File: src/rtl/mem_dump_reader.sv
// Streams a window of data memory out MSB-first as bytes over a valid/ready interface.
// Optional trailing XOR checksum byte when DMEM_DUMP_CHECKSUM_EN is defined.
module mem_dump_reader #(
   parameter int NB_WIDTH = 32,
   parameter int NB_ADDR  = 9,
   parameter int NB_DATA  = 8
) (
   input  logic                i_clk,
   input  logic                i_reset,
   input  logic                i_start,
   input  logic [NB_ADDR-1:0]  i_base_addr,
   input  logic [NB_ADDR-2:0]  i_word_count,
   output logic                o_mem_rd_en,
   output logic [NB_ADDR-1:0]  o_mem_addr,
   input  logic [NB_WIDTH-1:0] i_mem_data,
   output logic [NB_DATA-1:0]  o_tx_data,
   output logic                o_tx_valid,
   input  logic                i_tx_ready,
   output logic                o_busy,
   output logic                o_done
);

   localparam int NB_BYTES = NB_WIDTH / NB_DATA;
   localparam int NB_CNT   = (NB_BYTES > 1) ? $clog2(NB_BYTES) : 1;

   localparam logic [NB_CNT-1:0]  LAST_BYTE  = NB_CNT'(NB_BYTES - 1);
   localparam logic [NB_ADDR-1:0] ADDR_STEP  = NB_ADDR'(NB_WIDTH / 8);
   localparam logic [NB_ADDR-1:0] ALIGN_MASK = ~NB_ADDR'(3);
   localparam logic [NB_ADDR-2:0] ONE_WORD   = (NB_ADDR-1)'(1);

   typedef enum logic [2:0] {
      S_IDLE,
      S_FETCH,
      S_SEND,
`ifdef DMEM_DUMP_CHECKSUM_EN
      S_CSUM,
`endif
      S_DONE
   } state_t;

`ifdef DMEM_DUMP_CHECKSUM_EN
   localparam state_t S_TAIL = S_CSUM;
`else
   localparam state_t S_TAIL = S_DONE;
`endif

   state_t              state, state_next;
   logic [NB_ADDR-1:0]  addr, addr_next;
   logic [NB_ADDR-2:0]  words_left, words_next;
   logic [NB_WIDTH-1:0] shift, shift_next;
   logic [NB_CNT-1:0]   byte_cnt, cnt_next;
`ifdef DMEM_DUMP_CHECKSUM_EN
   logic [NB_DATA-1:0]  csum, csum_next;
`endif

   // NOTE: sequential state uses non-blocking (<=) so every register samples pre-edge values.
   always_ff @(posedge i_clk or posedge i_reset) begin
      if (i_reset) begin
         state      <= S_IDLE;
         addr       <= '0;
         words_left <= '0;
         shift      <= '0;
         byte_cnt   <= '0;
`ifdef DMEM_DUMP_CHECKSUM_EN
         csum       <= '0;
`endif
      end else begin
         state      <= state_next;
         addr       <= addr_next;
         words_left <= words_next;
         shift      <= shift_next;
         byte_cnt   <= cnt_next;
`ifdef DMEM_DUMP_CHECKSUM_EN
         csum       <= csum_next;
`endif
      end
   end

   assign o_mem_addr = addr;

   // NOTE: every always_comb output gets a default first, otherwise unassigned paths infer latches.
   always_comb begin
      state_next  = state;
      addr_next   = addr;
      words_next  = words_left;
      shift_next  = shift;
      cnt_next    = byte_cnt;
`ifdef DMEM_DUMP_CHECKSUM_EN
      csum_next   = csum;
`endif
      o_mem_rd_en = 1'b0;
      o_tx_valid  = 1'b0;
      o_tx_data   = shift[NB_WIDTH-1 -: NB_DATA];
      o_busy      = 1'b1;
      o_done      = 1'b0;

      case (state)
         S_IDLE: begin
            o_busy = 1'b0;
            if (i_start) begin
               addr_next  = i_base_addr & ALIGN_MASK;
               words_next = i_word_count;
`ifdef DMEM_DUMP_CHECKSUM_EN
               csum_next  = '0;
`endif
               state_next = (i_word_count == '0) ? S_TAIL : S_FETCH;
            end
         end

         S_FETCH: begin
            o_mem_rd_en = 1'b1;
            shift_next  = i_mem_data;
            cnt_next    = '0;
            state_next  = S_SEND;
         end

         S_SEND: begin
            o_tx_valid = 1'b1;
            if (i_tx_ready) begin
               shift_next = shift << NB_DATA;
               cnt_next   = byte_cnt + 1'b1;
`ifdef DMEM_DUMP_CHECKSUM_EN
               csum_next  = csum ^ shift[NB_WIDTH-1 -: NB_DATA];
`endif
               if (byte_cnt == LAST_BYTE) begin
                  words_next = words_left - 1'b1;
                  addr_next  = addr + ADDR_STEP;
                  state_next = (words_left == ONE_WORD) ? S_TAIL : S_FETCH;
               end
            end
         end

`ifdef DMEM_DUMP_CHECKSUM_EN
         S_CSUM: begin
            o_tx_valid = 1'b1;
            o_tx_data  = csum;
            if (i_tx_ready) state_next = S_DONE;
         end
`endif

         S_DONE: begin
            o_done     = 1'b1;
            state_next = S_IDLE;
         end

         default: state_next = S_IDLE;
      endcase
   end

endmodule

File: config.mk
export PLATFORM = sky130hd
export DESIGN_NAME = mem_dump_reader
export DESIGN_NICKNAME = d
export VERILOG_FILES = /design/src/rtl/mem_dump_reader.sv
export SDC_FILE = /design/constraint.sdc
export NUM_CORES = 1
export LEC_CHECK = 0
export ABC_AREA = 1
export BUFFER_PORTS_ARGS = -buffer_cell sky130_fd_sc_hd__buf_2
export CELL_PAD_IN_SITES_DETAIL_PLACEMENT = 1
export CELL_PAD_IN_SITES_GLOBAL_PLACEMENT = 1
export CORE_MARGIN = 4
export CORE_UTILIZATION = 30
export DETAILED_ROUTE_END_ITERATION = 8
export MAX_ROUTING_LAYER = met4
export PLACE_DENSITY = 0.66
export SLEW_MARGIN = 20
export SYNTH_ARGS = -nofsm -noshare
export SYNTH_HDL_FRONTEND = slang
export SYNTH_SLANG_ARGS = --single-unit
File: constraint.sdc
create_clock -name i_clk -period 1.5 [get_ports i_clk]
set_input_delay 0.15 -clock i_clk [delete_from_list [all_inputs] [get_ports i_clk]]
set_output_delay 0.15 -clock i_clk [all_outputs]
set_load 0.02 [all_outputs]
==> impl_metrics.tcl, run 1 <==
set metrics [dict create \
    status "completed" \
    crit_arrival_ns 1.31 \
    endpoint_kind "primary output" \
    place_congestion 0.796 \
    path_clk_slew_ns 0.11 \
    fmax_mhz 684 \
    finalWirelength_mm 7.56 \
    async_flop_share_pct 100 \
    timing.final.crit_share_pct 97.4 \
    clock_skew_ns 0.00996 \
    die_h_microns 106 \
    synth-main-ff-cell "dfrtp_1" \
    fill_cells 1179 \
    die_w_microns 106 \
    h-tree-depth 2 \
    vias_per_cell 4.51 \
    synth.avg_cell_area_sq_um 7.59 \
    grt_pass1_vias 2642 \
    holdPathEnd "shift[0]" \
    path_delay_family "flip-flops" \
    power.density_nw_per_um2 2180 \
    worstPathMaxFanout 12 \
    post-route-drc-count 0 \
    num_vias 2600 \
    fin_crit_ns 1.46 \
    cpPeakStageDelay_ns 0.45 \
    core_sq_um 9240 \
    seq_area_frac_synth_pct 44.7 \
    synth_cell_type_count 26 \
    ys_seq_elements 51 \
    synth_common_cells "nand2_1, dfrtp_1, nor2_1, inv_1, o21ai_0" \
    ios 74 \
    slew_violations 0 \
    drtIter0Drc 50 \
    cts_tree "yes" \
    wl_per_cell_microns 13.1 \
    setup_viol 0 \
    regToRegStartpoint "state[0]" \
    min_path_type "in2reg" \
    critPathBufInv 2 \
    area_growth_pct 22.7 \
    clock_path_buffers 2 \
    syn_area_sq_um 2850 \
    synth_edf_count 0 \
    initial_core_util_pct 30.9 \
    min_path_cells 3 \
    p_total_mw 7.63 \
    grt_max_degree 42 \
    dp_hpwl_mm 5.64 \
    ff2ff_setup_slack_ns 0.11 \
    cpMaxStageDelayCell "dfrtp_2" \
    grtUsageTotal_pct 14.3 \
    ant_nets 0 \
    drive_gt1_share_pct 27.7 \
    yosysWarnings 0 \
    die_area_sq_um 11100 \
    syn_inst 376 \
    hold_viol_final 0 \
    fin_setup_tns_ns 0 \
    clockRootBuffer "clkbuf_8" \
    synth_area_leaders "dfrtp_1, nand2_1, o21ai_0, nor2_1, buf_4" \
    crit_required_ns 1.35 \
    yosys.area.top_type "dfrtp_1" \
    cp-start-kind "flop" \
    num_rows 35 \
    numCtsBuffers 5 \
    worstSkewPairLatency_ns 0.31 \
    grt-ovfl-total 0 \
    holdCritStartpoint "i_mem_data[0]" \
    cap_violations 0 \
    r2r_end "words_left[1]" \
    worst-r2r-cell-count 8 \
    io_buffers 69 \
    nNetsFinal 504 \
    drt_pass1_iterations 4 \
    antennaDiodeCount 0 \
    p_leak_nw 1.76 \
    path_cells "nor2_4 -> buf_8 -> buf_4" \
    antenna_found_initial 0 \
    cts.sinks 51 \
    utilization_pct 37.9 \
    synth.most_common_cell "nand2_1" \
    ir_drop_mv 0.718 \
    crit_type "reg2out" \
    synth_top_area_share_pct 44.7 \
    grt_pass1_wl_mm 12.8 \
]
## registers in the layout, summed over array words and instances, names as in the netlist
name and flops:
byte_cnt 2, words_left 8, state 2, shift 32
o_mem_addr 7
## logic make-up (layout without fill, tap and decap cells)
group | count (synthesis) | after routing | share of synthesized area, %
flops | 51 | 51 | 44.7
compound gates | 68 | 68 | 14.4
fa+ha+maj | 4 | 4 | 1.75
simple gates | 183 | 183 | 26.4
buf+inv | 69 | 140 | 12.6
other cells | 1 | 2 | 0.131
## placed cells by master, fill, tap and decap left out, types with 6 or more instances in the layout
| cell type | netlist | routed |
|---|---|---|
| buf_2 | 2 | 68 |
| o21ai_0 | 35 | 35 |
| dfrtp_1 | 51 | 49 |
| nor2_1 | 42 | 39 |
| buf_4 | 20 | 16 |
| nand2_1 | 109 | 107 |
| a31oi_1 | 8 | 8 |
| nand3_1 | 19 | 19 |
| o21ai_2 | 6 | 6 |
| o211ai_1 | 8 | 8 |
| inv_1 | 40 | 39 |
| o21ai_1 | 8 | 8 |
## what timing repair did
| action | in CTS | in global routing |
|---|---|---|
| pin swaps | 1 | 3 |
| gates cloned | 0 | 0 |
| setup endpoints to repair | 23 | 16 |
| hold endpoints to repair | 14 | 0 |
| setup buffers | 2 | 3 |
| hold buffers | 1 | 0 |
| gates resized for setup | 4 | 8 |
## cell type report
cell class              instances  area [sq um]  share of cell area, %
multi-input cells             257          1250                   35.6
clock buffers                   6          72.6                   2.07
well taps                     129           161                   4.61
inverters                      42           158                   4.50
flip-flops and latches         51          1280                   36.5
repair buffers                 90           566                   16.2
clock inverters                 2          17.5                  0.501
## per-layer routing
| layer | GRT usage, % | up-vias | routed length, microns |
|---|---|---|---|
| met5 | - | - | 0 |
| met4 | 3.42 | 0 | 85 |
| met3 | 2.08 | 6 | 212 |
| met2 | 23.8 | 33 | 3720 |
| met1 | 18.6 | 1237 | 3540 |
| li1 | - | 1324 | - |
## stage by stage
stage               hold slack, ns  area [sq um]  setup WS [ns]  cells
floorplan                    0.271          2860          0.120    377
global placement             0.162          3330         0.0363    563
detailed placement           0.164          3330       0.000437    563
CTS                         0.0380          3450         0.0112    574
global route                0.0560          3500        -0.0126    577
finish                      0.0456          3500         0.0384    577
## report_power, final
part	internal, mW	switching [mW]
sequential	2.05	0.425
combinational	1.68	2.64
clock	0.337	0.502
total	4.06	3.56
## how the worst max path moves through the flow
stage | slack (ns) | cells after the start | from | endpoint
global route | -0.01 | 3 | state[0] | o_tx_valid
floorplan | 0.12 | 1 | i_reset | byte_cnt[0]
CTS | 0.01 | 4 | state[1] | o_tx_valid
detailed placement | 0.0004 | 7 | state[1] | shift[15]
finish | 0.04 | 3 | state[0] | o_tx_valid
global placement | 0.04 | 7 | state[1] | byte_cnt[0]
## worst register-to-register path, stage by stage, from the launching register on
cell and delay [ns]:
dfrtp_2 0.45, nor2_4 0.23, buf_4 0.16, nand2_2 0.05
nand2_2 0.07, nor2_4 0.05, buf_4 0.16, nand2_1 0.07
o21ai_2 0.05
Power figures use the tool's default switching activity.
==> inputs of run 2 (changes only) <==
--- a/config.mk
+++ b/config.mk
@@ -5,7 +5,7 @@
 export SDC_FILE = /design/constraint.sdc
 export NUM_CORES = 1
 export LEC_CHECK = 0
-export ABC_AREA = 1
+export ABC_AREA = 0
 export BUFFER_PORTS_ARGS = -buffer_cell sky130_fd_sc_hd__buf_2
 export CELL_PAD_IN_SITES_DETAIL_PLACEMENT = 1
 export CELL_PAD_IN_SITES_GLOBAL_PLACEMENT = 1
@@ -13,7 +13,7 @@
 export CORE_UTILIZATION = 30
 export DETAILED_ROUTE_END_ITERATION = 8
 export MAX_ROUTING_LAYER = met4
-export PLACE_DENSITY = 0.66
+export PLACE_DENSITY = 0.64
 export SLEW_MARGIN = 20
 export SYNTH_ARGS = -nofsm -noshare
 export SYNTH_HDL_FRONTEND = slang
==> run 2 against run 1 <==
  * Total power decreased by 4.5%
  * Worst hold slack improved by 0.012 ns
  * Final area decreased by 0.36%
  * Utilization increased by 3.7 points
  * First-iteration DRC count increased by 14%
  * Synthesized area decreased by 7.5%
  * Largest cell class unchanged
  * Wire length decreased by 4.9%
  * Count of clock-buffer cells in the layout decreased by 1
  * Register-to-register slack got worse by 0.06 ns
==> impl_metrics.tcl, run 2 <==
set metrics [dict create \
    initial_core_util_pct 31.5 \
    synth.avg_cell_area_sq_um 9.70 \
    fin_crit_ns 1.46 \
    fill_cells 976 \
    numCtsBuffers 5 \
    cts_tree "yes" \
    wl_per_cell_microns 15.6 \
    fmax_mhz 685 \
    num_rows 33 \
    path_delay_family "buffers and inverters" \
    syn_area_sq_um 2640 \
    fin_ws_ns 0.0391 \
    cpMaxStageDelayCell "dfrtp_1" \
    io_buffers 69 \
    crit_type "reg2out" \
    drtIter0Drc 57 \
    grt_pass1_vias 2350 \
    h-tree-depth 2 \
    post-route-drc-count 0 \
    grt_pass1_wl_mm 11.8 \
    yosys.area_share.xor_xnor_pct 0 \
    holdPathEnd "shift[1]" \
    num_vias 2253 \
    slew_violations 0 \
    die_h_microns 102 \
    antenna_found_initial 0 \
    final_common_cell "buf_2" \
    worstPathMaxFanout 6 \
    synth_cell_type_count 37 \
    status "completed" \
    layout_common_cells "buf_2, dfrtp_1, nand2_1" \
    path_cells "buf_6 -> buf_4 -> and2_1 -> buf_2" \
    seq_area_frac_synth_pct 48.4 \
    crit_arrival_ns 1.31 \
    r2r_end "o_mem_addr[8]" \
    area_growth_pct 32.2 \
    yosys.area.top_type "dfrtp_1" \
    rsz0062_at_grt "true" \
    setup_viol 0 \
    regToRegStartpoint "state[1]" \
    drive_gt1_share_pct 37.2 \
    cts.sinks 51 \
    synth-simple-area-share_pct 13.0 \
    min_path_cells 2 \
    syn_inst 272 \
    drt_pass1_iterations 4 \
    synth_top_family_by_area "compound AO/OA/AOI/OAI gates" \
    async_flop_share_pct 100 \
    cp-start-kind "flop" \
    post_synth_mux_area_share_pct 9.49 \
    largest_register_ffs 32 \
    min_path_type "in2reg" \
    pre_cts_ws_ns -0.0167 \
    place_congestion 0.823 \
    grt-ovfl-total 0 \
    p_leak_nw 1.70 \
    ff2ff_setup_slack_ns 0.05 \
    synth-main-ff-cell "dfrtp_1" \
    synth.most_common_cell "dfrtp_1" \
    path_clk_slew_ns 0.11 \
    worst-r2r-cell-count 6 \
    fin_setup_tns_ns 0 \
    nNetsFinal 411 \
    grtUsageTotal_pct 14.9 \
    holdCritStartpoint "i_mem_data[1]" \
    dpl_cell_area_sq_um 3140 \
    clock_skew_ns 0.0151 \
    ios 74 \
    timing.final.crit_share_pct 97.4 \
    dp_hpwl_mm 5.23 \
    critPathBufInv 3 \
    clock_path_buffers 2 \
    yosysWarnings 0 \
    ir_drop_mv 0.667 \
    power.density_nw_per_um2 2090 \
    synth_edf_count 0 \
    die_area_sq_um 10400 \
    endpoint_kind "primary output" \
    die_w_microns 102 \
    clockRootBuffer "clkbuf_8" \
    finalWirelength_mm 7.19 \
    cpPeakStageDelay_ns 0.43 \
    grt_max_degree 36 \
    synth_top_area_share_pct 48.4 \
    hold_viol_final 0 \
    synth_compound_area_share_pct 18.8 \
    ant_nets 0 \
    stdcell_area_sq_um 3490 \
    synth_common_cells "dfrtp_1, nand2_1, o21ai_0, mux2i_1, buf_4" \
    worstSkewPairLatency_ns 0.32 \
    synthAdderAreaFrac_pct 1.90 \
    top_register "shift" \
    cap_violations 0 \
    core_sq_um 8380 \
    vias_per_cell 4.89 \
    synth_area_leaders "dfrtp_1, mux2i_1, buf_4, o21ai_0, nand2_1" \
    crit_required_ns 1.35 \
    p_total_mw 7.28 \
    ys_seq_elements 51 \
]
run 2: cell count changes after synthesis, sizes merged, moves of 5 or more:
cell / previous run / this run
inv: 42 / 4
a22o: 0 / 8
nand2: 113 / 34
o21ai: 49 / 41
nand3: 20 / 5
o22ai: 0 / 5
mux2i: 0 / 25
a21oi: 0 / 12
nor2: 44 / 14
o211ai: 10 / 0
run 2: cell families (layout without fill, tap and decap cells):
family,after synthesis,count (layout)
mux,25,25
flops,51,51
fa+ha+maj,4,4
simple gates,75,75
compound gates,82,82
buf+inv,34,116
other cells,1,3
run 2: where the power goes:
part           switching, mW  internal [mW]
logic                   2.03           1.89
clock network          0.532          0.345
registers              0.492           2.00
total                   3.05           4.23
run 2: final cells by class:
type                            instances  area (sq um)  share of cell area (%)
Sequential cell                        51          1280                    36.6
Multi-Input combinational cell        188          1250                    35.7
Timing Repair Buffer                  103           711                    20.4
Tap cell                              105           131                    3.77
Clock buffer                            5          68.8                    1.97
Clock inverter                          3          26.3                   0.753
Inverter                                5          23.8                   0.682
Antenna cell                            1          2.50                  0.0718
run 2: repair_timing:
item / 4_1_cts / 5_1_grt
hold buffers: 1 / 0
endpoints found under the hold margin: 13 / 0
setup buffers: 5 / 8
cloned: 0 / 0
resized for setup: 10 / 32
endpoints found under the setup margin: 9 / 18
pin swaps: 2 / 5
run 2: worst max-delay path by stage:
stage	endpoint	cells after the start	startpoint	slack, ns
after detailed placement	words_left[0]	5	byte_cnt[0]	-0.02
after CTS	o_busy	3	state[0]	-0.02
final	o_done	4	state[1]	0.04
after global placement	words_left[4]	7	byte_cnt[0]	0.009
after floorplan	words_left[0]	6	byte_cnt[0]	0.02
after global routing	words_left[7]	6	words_left[0]	-0.04
run 2: routing by layer:
layer | track usage (%) | vias up | share of wire, %
li1 | - | 1107 | -
met1 | 19.9 | 1085 | 47
met2 | 23.3 | 56 | 47
met3 | 2.82 | 5 | 5.3
met4 | 3.37 | 0 | 0.81
met5 | - | - | 0
run 2: through the flow:
step                      std cells  util (%)  hold slack (ns)
after floorplan                 273         -            0.290
after global placement          438      37.5            0.137
after detailed placement        438      37.5            0.142
after CTS                       452      39.6           0.0422
after global routing            460      41.6           0.0499
final                           461      41.6           0.0572
run 2: worst reg2reg max path, delay by kind of cell (launching register included):
family	cells	cell delay [ns]
buf+inv	2	0.29
compound gates	3	0.51
simple gates	1	0.13
flops	1	0.43
==> inputs of run 3 (changes only) <==
--- a/config.mk
+++ b/config.mk
@@ -6,14 +6,14 @@
 export NUM_CORES = 1
 export LEC_CHECK = 0
 export ABC_AREA = 0
-export BUFFER_PORTS_ARGS = -buffer_cell sky130_fd_sc_hd__buf_2
 export CELL_PAD_IN_SITES_DETAIL_PLACEMENT = 1
 export CELL_PAD_IN_SITES_GLOBAL_PLACEMENT = 1
 export CORE_MARGIN = 4
 export CORE_UTILIZATION = 30
 export DETAILED_ROUTE_END_ITERATION = 8
+export DONT_BUFFER_PORTS = 1
 export MAX_ROUTING_LAYER = met4
-export PLACE_DENSITY = 0.64
+export PLACE_DENSITY = 0.54
 export SLEW_MARGIN = 20
 export SYNTH_ARGS = -nofsm -noshare
 export SYNTH_HDL_FRONTEND = slang
==> constraint.sdc (replaced) <==
create_clock -name i_clk -period 1.5 [get_ports i_clk]
set_input_delay 0.15 -clock i_clk [delete_from_list [all_inputs] [get_ports i_clk]]
set_output_delay 0.15 -clock i_clk [all_outputs]
set_load 0.005 [all_outputs]
==> run 3 against run 2 <==
  * Flip-flop and latch count unchanged
  * Global-route usage fell by 0.59 points
  * Sequential share of layout area is 4.4 points higher
  * Sequential power increased by 2%
  * Clock skew fell by 0.0085 ns
  * Combinational power is 24% lower
  * Register-to-register slack got worse by 0.04 ns
==> impl_metrics.tcl, run 3 (synthesis results as in run 2) <==
set metrics [dict create \
    holdCritStartpoint "i_mem_data[8]" \
    min_path_cells 2 \
    vias_per_cell 5.02 \
    grt_max_degree 52 \
    top_register "shift" \
    status "completed" \
    antennaDiodeCount 0 \
    timing.final.crit_share_pct 99.2 \
    num_rows 33 \
    path_clk_slew_ns 0.10 \
    area_growth_pct 18.3 \
    cts.sinks 51 \
    use_met1_pct 19.4 \
    rsz0062_at_grt "true" \
    drive_gt1_share_pct 17.7 \
    pre_cts_ws_ns 0.00675 \
    drt_pass1_iterations 4 \
    clock_path_buffers 2 \
    grt_pass1_vias 2115 \
    grt_use_met3_pct 3.65 \
    met2_usage_pct 21.5 \
    worst-r2r-cell-count 5 \
    utilization_pct 37.2 \
    nNetsFinal 344 \
    final_common_cell "dfrtp_1" \
    h-tree-depth 2 \
    r2r_end "words_left[0]" \
    endpoint_kind "flop" \
    hold_viol_final 0 \
    path_cells "nand2b_1 -> a21o_1 -> inv_4 -> nor2_1 -> a311o_1" \
    fin_setup_tns_ns 0 \
    crit_arrival_ns 1.68 \
    worstSkewPairLatency_ns 0.31 \
    grtUsageTotal_pct 14.3 \
    power.density_nw_per_um2 2140 \
    grt_pass1_wl_mm 11.1 \
    critPathBufInv 1 \
    dp_hpwl_mm 4.88 \
    cap_violations 0 \
    crit_required_ns 1.70 \
    finalWirelength_mm 6.86 \
    clock_skew_ns 0.00657 \
    die_w_microns 102 \
    crit_type "reg2reg" \
    path_delay_family "compound AO/OA/AOI/OAI gates" \
    ios 74 \
    cpPeakStageDelay_ns 0.49 \
    ir_drop_mv 0.588 \
    core_sq_um 8380 \
    io_buffers 0 \
    drtIter0Drc 33 \
    fin_crit_ns 1.49 \
    min_path_type "in2reg" \
    initial_core_util_pct 31.5 \
    cts_tree "yes" \
    cp-start-kind "flop" \
    fmax_mhz 672 \
    p_leak_nw 1.41 \
    holdPathEnd "shift[8]" \
    regToRegStartpoint "state[1]" \
    die_area_sq_um 10400 \
    worstPathMaxFanout 7 \
    layout_common_cells "dfrtp_1, nand2_1, mux2i_1" \
    numCtsBuffers 5 \
    slew_violations 0 \
    grt-ovfl-total 0 \
    antenna_found_initial 0 \
    die_h_microns 102 \
    clockRootBuffer "clkbuf_8" \
    place_congestion 0.740 \
    ff2ff_setup_slack_ns 0.01 \
    post-route-drc-count 0 \
    setup_viol 0 \
    ant_nets 0 \
    fin_ws_ns 0.0116 \
    busiest_layer "met2" \
    wl_per_cell_microns 17.4 \
    num_vias 1973 \
    largest_register_ffs 32 \
    cpMaxStageDelayCell "dfrtp_2" \
]
run 3: cell count changes in the layout (fill, tap and decap cells not counted), sizes merged:
cell	previous run	this run
buf	102	26
diode	1	0
dlygate4sd3	1	10
bufinv	0	2
clkinvlp	0	1
inv	7	5
clkinv	1	0
run 3: through the flow:
step / cell area (sq um) / std cells / total power [mW] / hold slack [ns]
after floorplan: 2640 / 273 / 4.60 / 0.290
after global placement: 2810 / 371 / 5.30 / 0.117
after detailed placement: 2810 / 371 / 5.42 / 0.115
after CTS: 3070 / 391 / 6.67 / 0.0170
after global routing: 3120 / 393 / 7.25 / 0.00773
final: 3120 / 393 / 6.67 / 0.0273
run 3: layout make-up:
cell class | count | area [sq um]
clock inverter | 3 | 67.6
timing repair buffer | 36 | 362
sequential | 51 | 1280
clock buffer | 5 | 68.8
fill | 953 | 5260
multi-input combinational | 188 | 1190
inverter | 5 | 21.3
tap | 105 | 131
run 3: worst max-delay path by stage:
stage / startpoint / cells past startpoint / endpoint
global placement: state[0] / 5 / shift[30]
detailed placement: byte_cnt[0] / 5 / words_left[0]
floorplan: byte_cnt[0] / 6 / words_left[0]
CTS: state[0] / 5 / shift[30]
global route: state[0] / 5 / shift[30]
finish: state[1] / 5 / words_left[0]
run 3: timing repair:
| item | CTS | global route |
|---|---|---|
| hold buffers | 10 | 0 |
| pin swaps | 2 | 1 |
| endpoints found under the hold margin | 60 | 0 |
| buffers inserted | 2 | 2 |
| gates resized for setup | 2 | 17 |
| endpoints found under the setup margin | 3 | 26 |
run 3: per-layer routing:
| metal | routed length (microns) | up-vias |
|---|---|---|
| met5 | 0 | - |
| met4 | 51 | 0 |
| met3 | 318 | 4 |
| met2 | 3210 | 42 |
| met1 | 3280 | 953 |
| li1 | - | 974 |
run 3: where the power goes:
group / leakage [nW] / switching, mW / total (mW) / internal [mW]
clock: 0.0644 / 0.488 / 1.15 / 0.666
sequential: 0.630 / 0.523 / 2.53 / 2.00
combinational: 0.712 / 1.55 / 2.99 / 1.44
total: 1.41 / 2.56 / 6.67 / 4.11
